## src/rtl/ir_pulse_frontend.sv

```systemverilog
// Synchronise, deglitch and time the IR line; emits (level, length) records, 1-cycle latency.
// One output register: a record arriving while the held one is not taken is dropped and flags overrun.
`timescale 1ns/1ps
module ir_pulse_frontend #(
    parameter int FILT_LEN = 3,
    parameter int CNT_W    = 16,
    parameter int IDLE_LEN = 1000
) (
    input  logic             clk,
    input  logic             rst,
    input  logic             irda,
    output logic             pulse_valid,
    input  logic             pulse_ready,
    output logic             pulse_level,
    output logic [CNT_W-1:0] pulse_len,
    output logic             pulse_last,
    output logic             overrun,
    output logic             idle
);

    localparam int FW = $clog2(FILT_LEN + 1);
    localparam logic [FW-1:0]    FILT_TOP = FW'(FILT_LEN);
    localparam logic [CNT_W-1:0] CNT_MAX  = '1;
    localparam logic [CNT_W-1:0] IDLE_CNT = CNT_W'(IDLE_LEN);

    logic             s1_q, s1_d;
    logic             s2_q, s2_d;
    logic             filt_q, filt_d;
    logic [FW-1:0]    fcnt_q, fcnt_d;
    logic [CNT_W-1:0] cnt_q, cnt_d;
    logic             reported_q, reported_d;
    logic             pulse_valid_q, pulse_valid_d;
    logic             pulse_level_q, pulse_level_d;
    logic [CNT_W-1:0] pulse_len_q, pulse_len_d;
    logic             pulse_last_q, pulse_last_d;
    logic             overrun_q, overrun_d;

    logic [FW-1:0]    fcnt_inc;
    logic             toggle;
    logic             rec_vld;
    logic             rec_lvl;
    logic [CNT_W-1:0] rec_len;
    logic             rec_last;

    always_comb begin
        s1_d     = irda;
        s2_d     = s1_q;
        fcnt_inc = fcnt_q + FW'(1);
        filt_d   = filt_q;
        fcnt_d   = '0;
        toggle   = 1'b0;
        if (s2_q != filt_q) begin
            if (fcnt_inc == FILT_TOP) begin
                filt_d = ~filt_q;
                toggle = 1'b1;
            end else begin
                fcnt_d = fcnt_inc;
            end
        end

        if (toggle) begin
            cnt_d = CNT_W'(1);
        end else if (cnt_q == CNT_MAX) begin
            cnt_d = cnt_q;
        end else begin
            cnt_d = cnt_q + CNT_W'(1);
        end

        // A high period already closed by the timeout produces no record at its falling edge.
        rec_vld    = 1'b0;
        rec_lvl    = 1'b0;
        rec_len    = '0;
        rec_last   = 1'b0;
        reported_d = reported_q;
        if (toggle) begin
            reported_d = 1'b0;
            if (!reported_q) begin
                rec_vld = 1'b1;
                rec_lvl = filt_q;
                rec_len = cnt_q;
            end
        end else if (filt_q && !reported_q && cnt_q == IDLE_CNT) begin
            rec_vld    = 1'b1;
            rec_lvl    = 1'b1;
            rec_len    = IDLE_CNT;
            rec_last   = 1'b1;
            reported_d = 1'b1;
        end

        pulse_valid_d = pulse_valid_q & ~pulse_ready;
        pulse_level_d = pulse_level_q;
        pulse_len_d   = pulse_len_q;
        pulse_last_d  = pulse_last_q;
        overrun_d     = overrun_q;
        if (rec_vld) begin
            if (!pulse_valid_q || pulse_ready) begin
                pulse_valid_d = 1'b1;
                pulse_level_d = rec_lvl;
                pulse_len_d   = rec_len;
                pulse_last_d  = rec_last;
            end else begin
                overrun_d = 1'b1;
            end
        end
    end

    always_ff @(posedge clk) begin
        if (rst) begin
            s1_q          <= 1'b1;
            s2_q          <= 1'b1;
            filt_q        <= 1'b1;
            fcnt_q        <= '0;
            cnt_q         <= '0;
            reported_q    <= 1'b1;
            pulse_valid_q <= 1'b0;
            pulse_level_q <= 1'b0;
            pulse_len_q   <= '0;
            pulse_last_q  <= 1'b0;
            overrun_q     <= 1'b0;
        end else begin
            s1_q          <= s1_d;
            s2_q          <= s2_d;
            filt_q        <= filt_d;
            fcnt_q        <= fcnt_d;
            cnt_q         <= cnt_d;
            reported_q    <= reported_d;
            pulse_valid_q <= pulse_valid_d;
            pulse_level_q <= pulse_level_d;
            pulse_len_q   <= pulse_len_d;
            pulse_last_q  <= pulse_last_d;
            overrun_q     <= overrun_d;
        end
    end

    assign pulse_valid = pulse_valid_q;
    assign pulse_level = pulse_level_q;
    assign pulse_len   = pulse_len_q;
    assign pulse_last  = pulse_last_q;
    assign overrun     = overrun_q;
    assign idle        = filt_q & reported_q;

endmodule

```

## config.mk

```make
export PLATFORM = sky130hd
export DESIGN_NAME = ir_pulse_frontend
export DESIGN_NICKNAME = d
export VERILOG_FILES = /design/src/rtl/ir_pulse_frontend.sv
export SDC_FILE = /design/constraint.sdc
export NUM_CORES = 1
export LEC_CHECK = 0
export CAP_MARGIN = 20
export CELL_PAD_IN_SITES_DETAIL_PLACEMENT = 2
export CELL_PAD_IN_SITES_GLOBAL_PLACEMENT = 2
export CORE_MARGIN = 2
export CORE_UTILIZATION = 29
export DETAILED_ROUTE_END_ITERATION = 10
export GPL_ROUTABILITY_DRIVEN = 0
export PLACE_DENSITY_LB_ADDON = 0.05
export SLEW_MARGIN = 0
export SYNTH_ARGS = -nofsm -noshare
export SYNTH_HDL_FRONTEND = slang
export SYNTH_SLANG_ARGS = --single-unit
```

## constraint.sdc

```tcl
create_clock -name clk -period 1.94 [get_ports clk]
set_input_delay 0.291 -clock clk [delete_from_list [all_inputs] [get_ports clk]]
set_output_delay 0.291 -clock clk [all_outputs]
set_load 0.05 [all_outputs]
```

==> reports/results.tsv, run 1 <==
metric	value	unit
height of the die	83.9	um
peak supply drop	0.267	mV
Syn Area/Cell	8.54	sq um
register bit total from synthesis	42	
Reg2Reg Setup Slack	0.11	ns
area delta synth->final	27.8	%
CP max stage delay	0.59	ns
largest net degree at the start of global routing	28	
Top Ports	25	
MaxCap Viol Count	0	
CTS sink cnt	42	
Cell Area, Synth	1850	sq um
crit-path most repeated cell	nand4_1	
FMAX	0.547	GHz
Max Root-Sink Buffers	2	
Post-layout nets	259	
Final setup viols	0	
starting DRC count in detailed routing	44	
diode count	0	
H-tree level count	2	
Post-CTS Hold Buffers	0	
post-synth top area share	0.454	
Slew HR	0.614	
Tot Pwr	1.55	mW
Final Critical Period	1.83	ns
all-layer global routing usage	0.164	
sequential fraction of the synthesis area	0.454	
ranking of synthesized cells by area	dfxtp_1 (45%), a21oi_1 (5.7%), nand2_1 (5.1%), xnor2_1 (4.7%), nand3_1 (4.6%)	
Hold Path Sink	s2_q	
Crit Reg-Reg Endpoint	cnt_q[15]	
Data required, critical path	2.17	ns
Tcrit/Tclk final	0.942	
die area	7050	sq um
FF-to-FF path depth	5	
Synth Instances	217	
clock latency on the worst-skew pair	0.30	ns
global-route wire length before repair	9.16	mm
Setup Buffers After CTS	0	
Site Rows	29	
WP data arrival	2.06	ns
core area	6280	sq um
clock share of power	0.387	
hold path startpoint	s1_q	
Pre-Repair DR Iteration Count	3	
most frequent cells in the layout	dfxtp_1 (42), nand2_1 (25), clkdlybuf4s50_1 (23), buf_4 (23)	
Cell variety after synth	37	
dpl hpwl	4.15	mm
Yosys warnings	0	
Overflow after GRT	0	
Hold Crit Depth	1	
Vias/cell	4.97	
TritonCTS clock tree	built	
Comb power frac	0.047	
crit path kind	flip-flop to flip-flop	
register clock-pin slew on the reported worst setup and hold paths	0.09	ns
P_leak	0.799	nW
Reg power frac	0.566	
Power Density	653	nW/um^2
startpoint types	flip-flop	
final count of hold timing violations	0	
residual DRC count	0	
Post-DRT Antenna Nets	0	
sw frac	0.253	
commonest non-fill, non-tap cell in the layout	dfxtp_1	
min-delay worst type	flip-flop to flip-flop	
Yosys top cell by area	dfxtp_1	
CTS buffer count	5	
vias in the first global route	1779	
worst slew pin tran	0.573	ns
total number of vias	1640	
outcome	finished, final reports clean	
initial antenna violation count	0	
Root Buffer	clkbuf_8	
Final Routed Wirelength	5.52	mm
syn_nets	224	
IO Port Bufs	24	
initial core utilization	0.295	
Routed wire per std cell	16.7	um
Crit Path Max Fanout	4	
crit path capture type	flip-flop	
Int Power	1.15	mW
Psw	0.392	mW
RSZ-0062 raised after global routing	no	
final count of pins violating max slew	0	
Crit-path slowest cell	nor4_1	
Die W	83.9	um
Final Skew	0.0143	ns
layout cells sized above 1	0.162	
reg2reg start	cnt_q[9]	
CP Cell Sequence	nand4_1, nor4_1, nand4_1, xor2_1, a21oi_1	
setup_tns	0	ns
CTS resizes	0	
==> cell type report <==
| cell class | count | area, sq um |
|---|---|---|
| repair buffers | 46 | 403 |
| fillers | 705 | 3910 |
| clock buffers | 5 | 68.8 |
| well taps | 77 | 96.3 |
| flip-flops and latches | 42 | 841 |
| clock inverters | 3 | 21.3 |
| inverters | 8 | 30.0 |
| multi-input cells | 149 | 908 |
==> power by group through the flow <==
stage / Combinational [mW] / Sequential (mW) / Clock [mW]
final: 0.0723 / 0.876 / 0.599
after global routing: 0.0810 / 0.877 / 0.659
after CTS: 0.0748 / 0.876 / 0.611
after detailed placement: 0.0744 / 0.896 / 0
after global placement: 0.0725 / 0.895 / 0
after floorplan: 0.0435 / 0.892 / 0
==> critical path, delay by kind of cell (launching register included) <==
kind                      cells  cell delay, ns
AOI/OAI and AO/OA             1            0.15
xor gates and xnor gates      1            0.18
and+or+nand+nor               3            0.99
DFF                           1            0.44
==> kinds of logic after synthesis <==
| kind of cell | count (synthesis) | share of synthesized area |
|---|---|---|
| and+or+nand+nor | 91 | 0.247 |
| AOI/OAI and AO/OA | 42 | 0.155 |
| DFF | 42 | 0.454 |
| buffers and inverters | 26 | 0.0621 |
| xor gates and xnor gates | 13 | 0.0614 |
| adders and majority gates | 3 | 0.0203 |
==> routing by layer <==
metal,wire (um),up-vias,global-route usage,part of all wire
met2,2840,20,0.293,0.51
li1,-,811,-,-
met4,36,0,0.0337,0.0065
met1,2490,804,0.200,0.45
met5,0,-,0,0
met3,149,5,0.0396,0.027
==> through the flow <==
step	area, sq um	cells	utilization	hold slack, ns	setup WS [ns]
5_1_grt	2370	330	0.377	0.447	0.00542
4_1_cts	2360	330	0.376	0.433	0.0568
3_5_place_dp	2270	322	0.361	0.410	0.121
2_1_floorplan	1850	217	-	0.389	0.0870
3_3_place_gp	2270	322	0.361	0.401	0.143
6_report	2370	330	0.377	0.423	0.112
==> worst max path at each step <==
| stage | start | end | slack [ns] | cells after the start |
|---|---|---|---|---|
| 5_1_grt | cnt_q[9] | cnt_q[15] | 0.005 | 5 |
| 4_1_cts | cnt_q[9] | pulse_len[5] | 0.06 | 5 |
| 3_3_place_gp | cnt_q[9] | cnt_q[0] | 0.14 | 6 |
| 2_1_floorplan | cnt_q[0] | pulse_len[0] | 0.09 | 10 |
| 6_report | cnt_q[9] | cnt_q[15] | 0.11 | 5 |
| 3_5_place_dp | cnt_q[9] | pulse_len[5] | 0.12 | 5 |
==> synth_stat cells, drive strengths merged <==
master and instances:
dfxtp 42, and3b 1, nand4 4, xor2 3
clkbuf 9, inv 8, xnor2 10, nor2b 2
nand3b 2, a211o 1, a211oi 6, buf 9
nand4bb 1, o21ai 2, or2 2, a31oi 4
nor4b 1, a21oi 21, nor4 3, or3 1
and3 1, a21boi 1, o21ba 1, nor2 21
nand3 17, ha 3, nand2 26, nand2b 4
a311oi 5, and2 1, nor3 1, o31ai 1
and4 3
(Power assumes the default switching activity.)
==> run 2, diff against run 1 <==
--- a/config.mk
+++ b/config.mk
@@ -11,7 +11,6 @@
 export CORE_MARGIN = 2
 export CORE_UTILIZATION = 29
 export DETAILED_ROUTE_END_ITERATION = 10
-export GPL_ROUTABILITY_DRIVEN = 0
 export PLACE_DENSITY_LB_ADDON = 0.05
 export SLEW_MARGIN = 0
 export SYNTH_ARGS = -nofsm -noshare
==> results of run 2 <==
Final layout, timing and power as in run 1 (identical DEF).
